### src/rtl/NVP_v1_constants.sv
// Shared NVP v1 sizing constants for the activation line buffer.
package NVP_v1_constants;
   localparam int ACTIVATION_BANK_BIT_WIDTH    = 8;
   localparam int ACTIVATION_BUFFER_BANK_COUNT = 4;
   localparam int ACTIVATION_LINE_BUFFER_DEPTH = 10;
endpackage

### src/rtl/activation_line_buffer_reader_pkg.sv
// Types shared by the activation line buffer reader, its stream interface and skid FIFO.
package activation_line_buffer_reader_pkg;
   import NVP_v1_constants::*;

   localparam int DW = ACTIVATION_BANK_BIT_WIDTH * ACTIVATION_BUFFER_BANK_COUNT;

   typedef enum logic [1:0] {
      ST_IDLE,
      ST_ISSUE,
      ST_DRAIN
   } rd_state_e;

   typedef struct packed {
      logic [DW-1:0] data;
      logic          last;
   } fifo_entry_t;
endpackage

### src/rtl/activation_line_buffer_reader_if.sv
// Line stream from the reader toward the stream reader (valid/ready with last marker).
interface activation_line_buffer_reader_if
   import activation_line_buffer_reader_pkg::*;
#(
   parameter int LINE_W = DW
) ();
   logic [LINE_W-1:0] data;
   logic              valid;
   logic              ready;
   logic              last;

   modport master (output data, output valid, output last, input ready);
   modport slave  (input data, input valid, input last, output ready);
endinterface

### src/rtl/activation_read_skid_fifo.sv
// Two-entry register FIFO; head always lives in entry 0 so outputs come straight from flops.
module activation_read_skid_fifo
   import activation_line_buffer_reader_pkg::*;
(
   input  logic        clk,
   input  logic        resetn,
   input  logic        push_i,
   input  fifo_entry_t push_entry_i,
   input  logic        pop_i,
   output logic [1:0]  count_o,
   output fifo_entry_t head_o
);
   fifo_entry_t ent0_q, ent0_d, ent1_q, ent1_d;
   logic [1:0]  cnt_q, cnt_d;
   logic        pop_ok, push_ok;

   always_comb begin
      ent0_d  = ent0_q;
      ent1_d  = ent1_q;
      cnt_d   = cnt_q;
      pop_ok  = pop_i && (cnt_q != 2'd0);
      push_ok = push_i && ((cnt_q != 2'd2) || pop_ok);
      if (pop_ok) begin
         ent0_d = ent1_q;
         cnt_d  = cnt_q - 2'd1;
      end
      // Push lands behind whatever survives the pop.
      if (push_ok) begin
         if (cnt_d == 2'd0) ent0_d = push_entry_i;
         else               ent1_d = push_entry_i;
         cnt_d = cnt_d + 2'd1;
      end
   end

   always_ff @(posedge clk) begin
      if (!resetn) begin
         ent0_q <= '0;
         ent1_q <= '0;
         cnt_q  <= '0;
      end else begin
         ent0_q <= ent0_d;
         ent1_q <= ent1_d;
         cnt_q  <= cnt_d;
      end
   end

   assign count_o = cnt_q;
   assign head_o  = ent0_q;
endmodule

### src/rtl/activation_line_buffer_reader.sv
// Compute-side read sequencer: walks an address range, absorbs 1-cycle read latency, streams lines.
// Optional stall counter output when NVP_ACTIVATION_READER_STALL_COUNT_EN is defined.
module activation_line_buffer_reader
   import activation_line_buffer_reader_pkg::*;
#(
   parameter int ACTIVATION_BANK_BIT_WIDTH    = NVP_v1_constants::ACTIVATION_BANK_BIT_WIDTH,
   parameter int ACTIVATION_BUFFER_BANK_COUNT = NVP_v1_constants::ACTIVATION_BUFFER_BANK_COUNT,
   parameter int ACTIVATION_LINE_BUFFER_DEPTH = NVP_v1_constants::ACTIVATION_LINE_BUFFER_DEPTH,
   localparam int AW   = $clog2(ACTIVATION_LINE_BUFFER_DEPTH),
   localparam int CW   = AW + 1,
   localparam int BDW  = ACTIVATION_BANK_BIT_WIDTH * ACTIVATION_BUFFER_BANK_COUNT
) (
   input  logic           clk,
   input  logic           resetn,
   input  logic           i_start,
   input  logic [AW-1:0]  i_base_address,
   input  logic [CW-1:0]  i_word_count,
   output logic           o_busy,
   output logic           o_done,
   output logic [AW-1:0]  o_activation_buffer_address_in_compute,
   input  logic [BDW-1:0] i_activation_buffer_data_out,
   activation_line_buffer_reader_if.master strm
`ifdef NVP_ACTIVATION_READER_STALL_COUNT_EN
   ,output logic [31:0]   o_stall_cycles
`endif
);
   localparam logic [AW-1:0] LAST_ADDR = AW'(ACTIVATION_LINE_BUFFER_DEPTH - 1);

   rd_state_e   state_q, state_d;
   logic [AW-1:0] addr_q, addr_d;
   logic [CW-1:0] remain_q, remain_d;
   logic        inflight_q, inflight_d;
   logic        inflight_last_q, inflight_last_d;
   logic        busy_q, busy_d;
   logic        done_q, done_d;
   logic [1:0]  fifo_cnt;
   fifo_entry_t head, push_entry;
   logic        fifo_valid, pop, can_issue, accept;

   assign fifo_valid = (fifo_cnt != 2'd0);
   assign pop        = fifo_valid && strm.ready;
   assign accept     = (state_q == ST_IDLE) && i_start;
   // Issue only if the line can still find a FIFO slot once it returns.
   assign can_issue  = ({1'b0, fifo_cnt} + {2'b00, inflight_q}) < (3'd2 + {2'b00, pop});

   always_comb begin
      state_d         = state_q;
      addr_d          = addr_q;
      remain_d        = remain_q;
      inflight_d      = 1'b0;
      inflight_last_d = 1'b0;
      busy_d          = busy_q;
      done_d          = 1'b0;
      case (state_q)
         ST_IDLE: begin
            if (i_start) begin
               if (i_word_count == '0) begin
                  done_d = 1'b1;
               end else begin
                  addr_d   = i_base_address;
                  remain_d = i_word_count;
                  busy_d   = 1'b1;
                  state_d  = ST_ISSUE;
               end
            end
         end
         ST_ISSUE: begin
            if (can_issue) begin
               inflight_d      = 1'b1;
               inflight_last_d = (remain_q == CW'(1));
               remain_d        = remain_q - CW'(1);
               addr_d          = (addr_q == LAST_ADDR) ? '0 : addr_q + AW'(1);
               if (remain_q == CW'(1)) state_d = ST_DRAIN;
            end
         end
         ST_DRAIN: begin
            if (!inflight_q && ((fifo_cnt == 2'd0) || ((fifo_cnt == 2'd1) && pop))) begin
               state_d = ST_IDLE;
               busy_d  = 1'b0;
               done_d  = 1'b1;
            end
         end
         default: state_d = ST_IDLE;
      endcase
   end

   always_ff @(posedge clk) begin
      if (!resetn) begin
         state_q         <= ST_IDLE;
         addr_q          <= '0;
         remain_q        <= '0;
         inflight_q      <= 1'b0;
         inflight_last_q <= 1'b0;
         busy_q          <= 1'b0;
         done_q          <= 1'b0;
      end else begin
         state_q         <= state_d;
         addr_q          <= addr_d;
         remain_q        <= remain_d;
         inflight_q      <= inflight_d;
         inflight_last_q <= inflight_last_d;
         busy_q          <= busy_d;
         done_q          <= done_d;
      end
   end

   assign push_entry.data = i_activation_buffer_data_out;
   assign push_entry.last = inflight_last_q;

   activation_read_skid_fifo u_fifo (
      .clk          (clk),
      .resetn       (resetn),
      .push_i       (inflight_q),
      .push_entry_i (push_entry),
      .pop_i        (pop),
      .count_o      (fifo_cnt),
      .head_o       (head)
   );

`ifdef NVP_ACTIVATION_READER_STALL_COUNT_EN
   logic [31:0] stall_q;
   always_ff @(posedge clk) begin
      if (!resetn)                                     stall_q <= '0;
      else if (accept)                                 stall_q <= '0;
      else if (fifo_valid && !strm.ready && stall_q != '1) stall_q <= stall_q + 32'd1;
   end
   assign o_stall_cycles = stall_q;
`else
   logic unused_accept;
   assign unused_accept = accept;
`endif

   assign o_busy = busy_q;
   assign o_done = done_q;
   assign o_activation_buffer_address_in_compute = addr_q;
   assign strm.data  = head.data;
   assign strm.valid = fifo_valid;
   assign strm.last  = head.last;
endmodule
### src/flat_wrapper.sv
// flat-port wrapper written by rule: the top's interface ports become plain ports
module activation_line_buffer_reader_flat import activation_line_buffer_reader_pkg::*;
#(
   parameter int ACTIVATION_BANK_BIT_WIDTH    = NVP_v1_constants::ACTIVATION_BANK_BIT_WIDTH,
   parameter int ACTIVATION_BUFFER_BANK_COUNT = NVP_v1_constants::ACTIVATION_BUFFER_BANK_COUNT,
   parameter int ACTIVATION_LINE_BUFFER_DEPTH = NVP_v1_constants::ACTIVATION_LINE_BUFFER_DEPTH,
   localparam int AW   = $clog2(ACTIVATION_LINE_BUFFER_DEPTH),
   localparam int CW   = AW + 1,
   localparam int BDW  = ACTIVATION_BANK_BIT_WIDTH * ACTIVATION_BUFFER_BANK_COUNT
)
  (clk, resetn, i_start, i_base_address, i_word_count, o_busy, o_done, o_activation_buffer_address_in_compute, i_activation_buffer_data_out, strm_data, strm_valid, strm_last, strm_ready);
  activation_line_buffer_reader_if strm_i ();
  input  logic clk;
  input  logic resetn;
  input  logic i_start;
  input  logic [AW-1:0] i_base_address;
  input  logic [CW-1:0] i_word_count;
  output logic o_busy;
  output logic o_done;
  output logic [AW-1:0] o_activation_buffer_address_in_compute;
  input  logic [BDW-1:0] i_activation_buffer_data_out;
  output wire logic [$bits(strm_i.data)-1:0] strm_data;
  output wire logic [$bits(strm_i.valid)-1:0] strm_valid;
  output wire logic [$bits(strm_i.last)-1:0] strm_last;
  input wire logic [$bits(strm_i.ready)-1:0] strm_ready;
  assign strm_data = strm_i.data;
  assign strm_valid = strm_i.valid;
  assign strm_last = strm_i.last;
  assign strm_i.ready = strm_ready;
  activation_line_buffer_reader #(.ACTIVATION_BANK_BIT_WIDTH(ACTIVATION_BANK_BIT_WIDTH), .ACTIVATION_BUFFER_BANK_COUNT(ACTIVATION_BUFFER_BANK_COUNT), .ACTIVATION_LINE_BUFFER_DEPTH(ACTIVATION_LINE_BUFFER_DEPTH)) u_core (.clk(clk), .resetn(resetn), .i_start(i_start), .i_base_address(i_base_address), .i_word_count(i_word_count), .o_busy(o_busy), .o_done(o_done), .o_activation_buffer_address_in_compute(o_activation_buffer_address_in_compute), .i_activation_buffer_data_out(i_activation_buffer_data_out), .strm(strm_i));
endmodule
### config.mk
export PLATFORM = sky130hd
export DESIGN_NAME = activation_line_buffer_reader_flat
export DESIGN_NICKNAME = d
export VERILOG_FILES = /design/src/rtl/NVP_v1_constants.sv /design/src/rtl/activation_line_buffer_reader_pkg.sv /design/src/rtl/activation_line_buffer_reader_if.sv /design/src/rtl/activation_read_skid_fifo.sv /design/src/rtl/activation_line_buffer_reader.sv /design/src/flat_wrapper.sv
export SDC_FILE = /design/constraint.sdc
export NUM_CORES = 1
export LEC_CHECK = 0
export CELL_PAD_IN_SITES_DETAIL_PLACEMENT = 0
export CELL_PAD_IN_SITES_GLOBAL_PLACEMENT = 2
export CORE_MARGIN = 8
export CORE_UTILIZATION = 30
export DETAILED_ROUTE_END_ITERATION = 7
export PLACE_DENSITY_LB_ADDON = 0.1
export SYNTH_ARGS = -nofsm -noshare
export SYNTH_HDL_FRONTEND = slang
export SYNTH_SLANG_ARGS = --single-unit
### constraint.sdc
create_clock -name clk -period 3.6 [get_ports clk]
set_input_delay 0.72 -clock clk [delete_from_list [all_inputs] [get_ports clk]]
set_output_delay 0.72 -clock clk [all_outputs]
set_load 0.005 [all_outputs]
* Word-level counts from Yosys, hierarchy flattened
Index checks and enable logic that the tools add are counted.
** Word-level totals
- Output and inout port bits :: 40
- Word-level logic and storage cells :: 81
- Input port bits :: 45
- Flip-flop bits (word level) :: 83
** Operators by class
- Reductions and logical operators :: 21
- Bitwise gates (word level) :: 1
- $add $sub $neg :: 6
- $lt $le $gt $ge :: 1
- Multiplexer cells :: 29
- Eq/ne operators :: 11
** Operators with widths (number)
- two-way mux 33 bit :: 3
- two-way mux 4 bit :: 4
- two-way mux 5 bit :: 3
- two-way mux 2 bit :: 7
- one-hot mux 5 bit (2 select lines) :: 1
- one-hot mux 4 bit (2 select lines) :: 1
- AND reduction 4 bit :: 2
- two-way mux 1 bit :: 7
- zero test 2 bit :: 3
- inequality test 2 x 1 -> 1 bit, second input constant :: 3
- inequality test 2 bit, second input constant :: 3
- one-hot mux 2 bit (3 select lines) :: 1
- nonzero test 2 bit :: 3
- equality test 5 x 1 -> 1 bit, second input constant :: 1
- logical AND 1 bit :: 5
- zero test 5 bit :: 1
- AND reduction 5 bit :: 1
- subtractor 5 x 1 -> 5 bit, second input constant :: 1
- adder 4 x 1 -> 4 bit, second input constant :: 1
- equality test 2 x 1 -> 1 bit, second input constant :: 2
- equality test 4 bit, second input constant :: 1
- one-hot mux 1 bit (2 select lines) :: 2
- AND reduction 2 bit :: 2
- adder 2 x 1 -> 3 bit :: 1
- 9 further kinds :: 10

* Depth between registers and ports, before layout
- Depth in word-level cells :: 7
- Depth in mapped cells :: 13
- Depth with buffers taken out :: 9

* Cells and area by module
From an unflattened synthesis, not the netlist that was laid out.
** Unflattened totals
- Cell total of the unflattened synthesis :: 422
- Area total of the unflattened synthesis :: 3843.7 um^2
** Modules (own cells, without submodules)
- activation_read_skid_fifo :: instances 1, area an instance 2909.0 um^2, sequential area each 1361.3 um^2, cells each 313
- activation_line_buffer_reader :: instances 1, area an instance 934.6 um^2, sequential area each 300.3 um^2, cells each 109

* Least setup slack after synthesis
Ideal clock, no wire load.
- Path type :: reg-to-reg
- From :: register u_core.u_fifo.cnt_q[0], in the netlist u_core.u_fifo.count_o[0]
- To :: register u_core.u_fifo.ent0_q (netlist bit u_core.u_fifo.head_o[13])
- Setup slack :: 1.003 ns
- Buffers on the path :: 4
- Stages on the path, launching flop included :: 14
- Arrival :: 2.480 ns
- Cells stage by stage :: dfxtp_1 -> inv_1 -> ha_1 -> nand2b_1 -> buf_2 -> buf_2 -> nor2_1 -> nor2_1 -> ha_1 -> o211ai_1 -> clkbuf_1 -> buf_1 -> nand2_1 -> o211a_1
** Between the ends
- Word-level cells in the longest chain between the ends :: 7
- Elaborated cells on any way between the ends :: 12
- Those cells by class :: add/sub: 1; eq/ne: 1; mux: 4; reduce/logical: 6
** RTL lines
- from (decl) :: RTL line activation_read_skid_fifo.sv:14 : logic [1:0] cnt_q, cnt_d;
- from (signal assigned) :: RTL line activation_read_skid_fifo.sv:43 : cnt_q <= cnt_d;
- branches (longest 6 deep; another with subtractor 2 x 1 -> 2 bit)
- two-way mux 33 bit (*) :: RTL line activation_read_skid_fifo.sv:28 : if (push_ok) begin
- to (signal assigned) :: RTL line activation_read_skid_fifo.sv:41 : ent0_q <= ent0_d;
- to (decl) :: RTL line activation_read_skid_fifo.sv:13 : fifo_entry_t ent0_q, ent0_d, ent1_q, ent1_d;
Every way passes the cells marked *.
A chain may end at the register's enable or synchronous reset.

* Worst setup path in the final report
- From :: input port strm_ready
- To :: register u_core.u_fifo.ent1_q[28] (netlist bit)
** Between the ends
- Word-level cells in the longest chain between the ends :: 6
- Elaborated cells on any way between the ends :: 8
- Those cells by class :: mux: 1; bitwise: 1; reduce/logical: 6
** RTL lines
- from (decl) :: RTL line flat_wrapper.sv:25 : input wire logic [$bits(strm_i.ready)-1:0] strm_ready;
- logical AND 1 bit (*) :: RTL line activation_line_buffer_reader.sv:41 : assign pop = fifo_valid && strm.ready;
- logical AND 1 bit (*) :: RTL line activation_read_skid_fifo.sv:21 : pop_ok = pop_i && (cnt_q != 2'd0);
- two-way mux 2 bit :: RTL line activation_read_skid_fifo.sv:23 : if (pop_ok) begin
- zero test 2 bit :: RTL line activation_read_skid_fifo.sv:29 : if (cnt_d == 2'd0) ent0_d = push_entry_i;
- NOT 1 bit (no line)
- AND reduction 2 bit (no line) (*)
- to (signal assigned) :: RTL line activation_read_skid_fifo.sv:42 : ent1_q <= ent1_d;
- to (decl) :: RTL line activation_read_skid_fifo.sv:13
Mark *: on every way between the ends. The rest lies on a longest branch, timed or not.

==> summary.txt <==
STA
  – Final min period: 2.57 ns
  – F_max: roughly 390 MHz
  – Slew @ Worst Pin: 0.641 ns
  – Slew HR: 57.3%
  – Final period util: between 70% and 80%
  – Final hold vios: 0
  – Sum Neg Setup Slack: 0 ns
  – RSZ-0062 raised after global routing: false
  – Final setup viols: 0
  – Fin. max-slew vios: 0
  – Setup Skew: between 0.005 and 0.006 ns

Placed design
  – Routability cong.: 0.712
  – DPL Wire Length: 6680 um
  – Port Buffers: 84

Power and ir drop
  – Static Leakage: 2.26 nW
  – Power Total: 3.26 mW
  – IR drop worst, VDD: between 0.0003 and 0.0004 V
  – Pwr dens: 647 mW/mm^2

Global route
  – Vias in the first global route: 3,257
  – First-pass GRT wire length: 16,900 um
  – Initial antenna violation count: 0
  – GRT Total Usage: 13.0%
  – Global route overflow: 0
  – Largest net degree at the start of global routing: 53

Die
  – Rows: 40
  – Core area: approximately 0.012 mm^2
  – Chip Width: 127 um
  – I/O pins: 85
  – Initial core utilization: 30.9%
  – Die Y: 127 um
  – Die area: roughly 0.016 mm^2

Drt
  – Post-DRT Antenna Nets: 0
  – First-iteration detailed-routing DRC count: 201
  – First-pass DRT Iterations: 5
  – Detail Route met3 WL: 691 um
  – Top Layer Used: met4
  – Detailed Route WL: ~11,000 um
  – Wirelength per Cell: about 16 um
  – Metal-1 WL: ~4700 um
  – Vias per cell: 4.84
  – Remaining DRCs: 0
  – Routed wl met2: 4970 um
  – DR vias: 3,231

Synthesis
  – Synth area leader: dfxtp_1
  – Most frequent cell after synthesis: nand2_1
  – Synth top area share: 44.6%
  – Top_reg_cell synth: dfxtp_1
  – Area contributors post-synth: dfxtp_1 (45%), nand2_1 (9.9%), mux2i_1 (9.1%)
  – Syn_area_per_cell: a little under 9 um^2
  – Most instantiated cells after synthesis: nand2_1 (98), dfxtp_1 (83), mux2i_1 (34)
  – Post-synthesis cell count: approximately 420
  – Ys Warns: 0
  – Syn_nets: 477
  – Unique masters post-synth: 46
  – Syn Std Cell Area: 0.00373 mm^2
  – Register area share after synthesis: 44.6%
  – Seq cells post-synth: 83
  – Post-synth EDFFs: 0
  – Asr flop ratio synth: 0%

CTS
  – CTS root buffer: clkbuf_16
  – Bufs on Longest Clock Path: 2
  – # hold bufs at CTS: 0
  – Clock slew at reported path FFs: 0.06 ns
  – Htree depth: 3
  – Num CTS Buffers: 9
  – CTS resizes: 0
  – CTS tree: done
  – Post-CTS Setup Bufs: 0
  – Clock Latency Late Sink: 0.33 ns
  – CTS Sinks: 83

Critical path
  – Worst Setup Path Type: in -> reg
  – CP max FO: 33
  – Flop2flop setup slack: 1.05 ns
  – CP endpoint kind: flop
  – Crit path DAT: 2.83 ns
  – CP startpoint: strm_ready
  – Worst Reg-to-Reg Cells: 10
  – Worst endpoint required time: 3.86 ns
  – RR Endpoint: u_core.u_fifo.ent1_q[28]
  – FF-to-FF Start: u_core.u_fifo.count_o[0]
  – Startpoint types: input pin

Hold path
  – Hold Path Stages: 2
  – Hold path startpoint: u_core.u_fifo.ent1_q[12]
  – Hold endpoint: u_core.u_fifo.ent1_q[12]
  – Hold Path Class: reg -> reg

Layout
  – Nets: 549
  – Core Util, Final: 41.8%
  – Register area: 0.00166 mm^2
  – Inserted Diodes: 0
  – # fillers: 1,224
  – Multi-input logic area: 0.00190 mm^2
  – Syn-to-layout area delta: 35.2%
  – Layout cells sized above 1: 5.80%

Run status
  – Status: finished clean

Job
  – Max_cap viols: 0
[metal layers]
layer  up-vias  GRT usage [%]
met3         6           5.45
li1       1625              -
met2        67           21.6
met4         0           3.36
met5         -              0
met1      1533           15.1
[how the worst max path moves through the flow]
stage                                     endpoint  cells after the start
after floorplan           u_core.u_fifo.head_o[13]                     13
after global placement    u_core.u_fifo.ent1_q[30]                      9
after detailed placement  u_core.u_fifo.ent1_q[28]                      9
after CTS                 u_core.u_fifo.ent1_q[28]                     10
after global routing      u_core.u_fifo.ent1_q[26]                     10
final                     u_core.u_fifo.ent1_q[28]                      9
[cell usage in the layout (no fill, tap or decap), drive strengths merged, types with 3 or more instances in the layout]
| cell | count |
|---|---|
| nand2 | 98 |
| clkdlybuf4s50 | 83 |
| dfxtp | 83 |
| mux2i | 34 |
| a21oi | 33 |
| o211a | 22 |
| nor2 | 19 |
| clkbuf | 13 |
| a21boi | 12 |
| a211oi | 12 |
| buf | 10 |
| inv | 9 |
| ha | 8 |
| o21ai | 8 |
| nor2b | 7 |
| a22oi | 4 |
| xnor2 | 3 |
| a211o | 3 |
| nor3 | 3 |
| o221a | 3 |
| o32ai | 3 |
| nand2b | 3 |
| and2 | 3 |
[critical path, cell delays in order]
cell	delay [ns]
clkdlybuf4s50_1	0.53
nand2b_2	0.25
nor2_1	0.19
nor2_1	0.07
ha_1	0.23
a211oi_4	0.16
buf_4	0.41
nand2_1	0.10
a21boi_0	0.16
[power breakdown]
group	internal (mW)	switching, mW
sequential	1.08	0.112
clock	0.624	0.357
combinational	0.556	0.530
total	2.26	0.999
[cell type report]
| cell class | count | share of cell area (%) |
|---|---|---|
| Sequential cell | 83 | 33.0 |
| Timing Repair Buffer | 93 | 18.2 |
| Tap cell | 168 | 4.17 |
| Multi-Input combinational cell | 299 | 37.8 |
| Clock inverter | 2 | 1.19 |
| Clock buffer | 13 | 4.97 |
| Inverter | 10 | 0.745 |
[flip-flops by register name, indices dropped and copies added (netlist names), 2 cells and up]
register and count:
u_core.u_fifo.count_o 2, u_core.u_fifo.ent1_q 33, u_core.u_fifo.head_o 33, u_core.o_activation_buffer_address_in_compute 4, u_core.remain_q 5, u_core.state_q 2
[kinds of logic after synthesis]
| family | Yosys count | share of synthesized area [%] |
|---|---|---|
| fa+ha+maj | 8 | 2.69 |
| mux | 34 | 9.13 |
| xor+xnor | 3 | 0.705 |
| simple gates | 143 | 16.3 |
| compound gates | 111 | 22.0 |
| flops | 83 | 44.6 |
| buf+inv | 42 | 4.63 |
[stage by stage]
stage | hold WS, ns | worst slack [ns] | cells | area [um^2]
floorplan | 0.428 | 1.00 | 424 | 3730
global placement | 0.442 | 0.724 | 653 | 4730
finish | 0.451 | 1.03 | 668 | 5040
detailed placement | 0.447 | 0.680 | 653 | 4730
CTS | 0.455 | 1.00 | 668 | 5040
global route | 0.469 | 0.733 | 668 | 5040
Power figures use the tool's default switching activity.
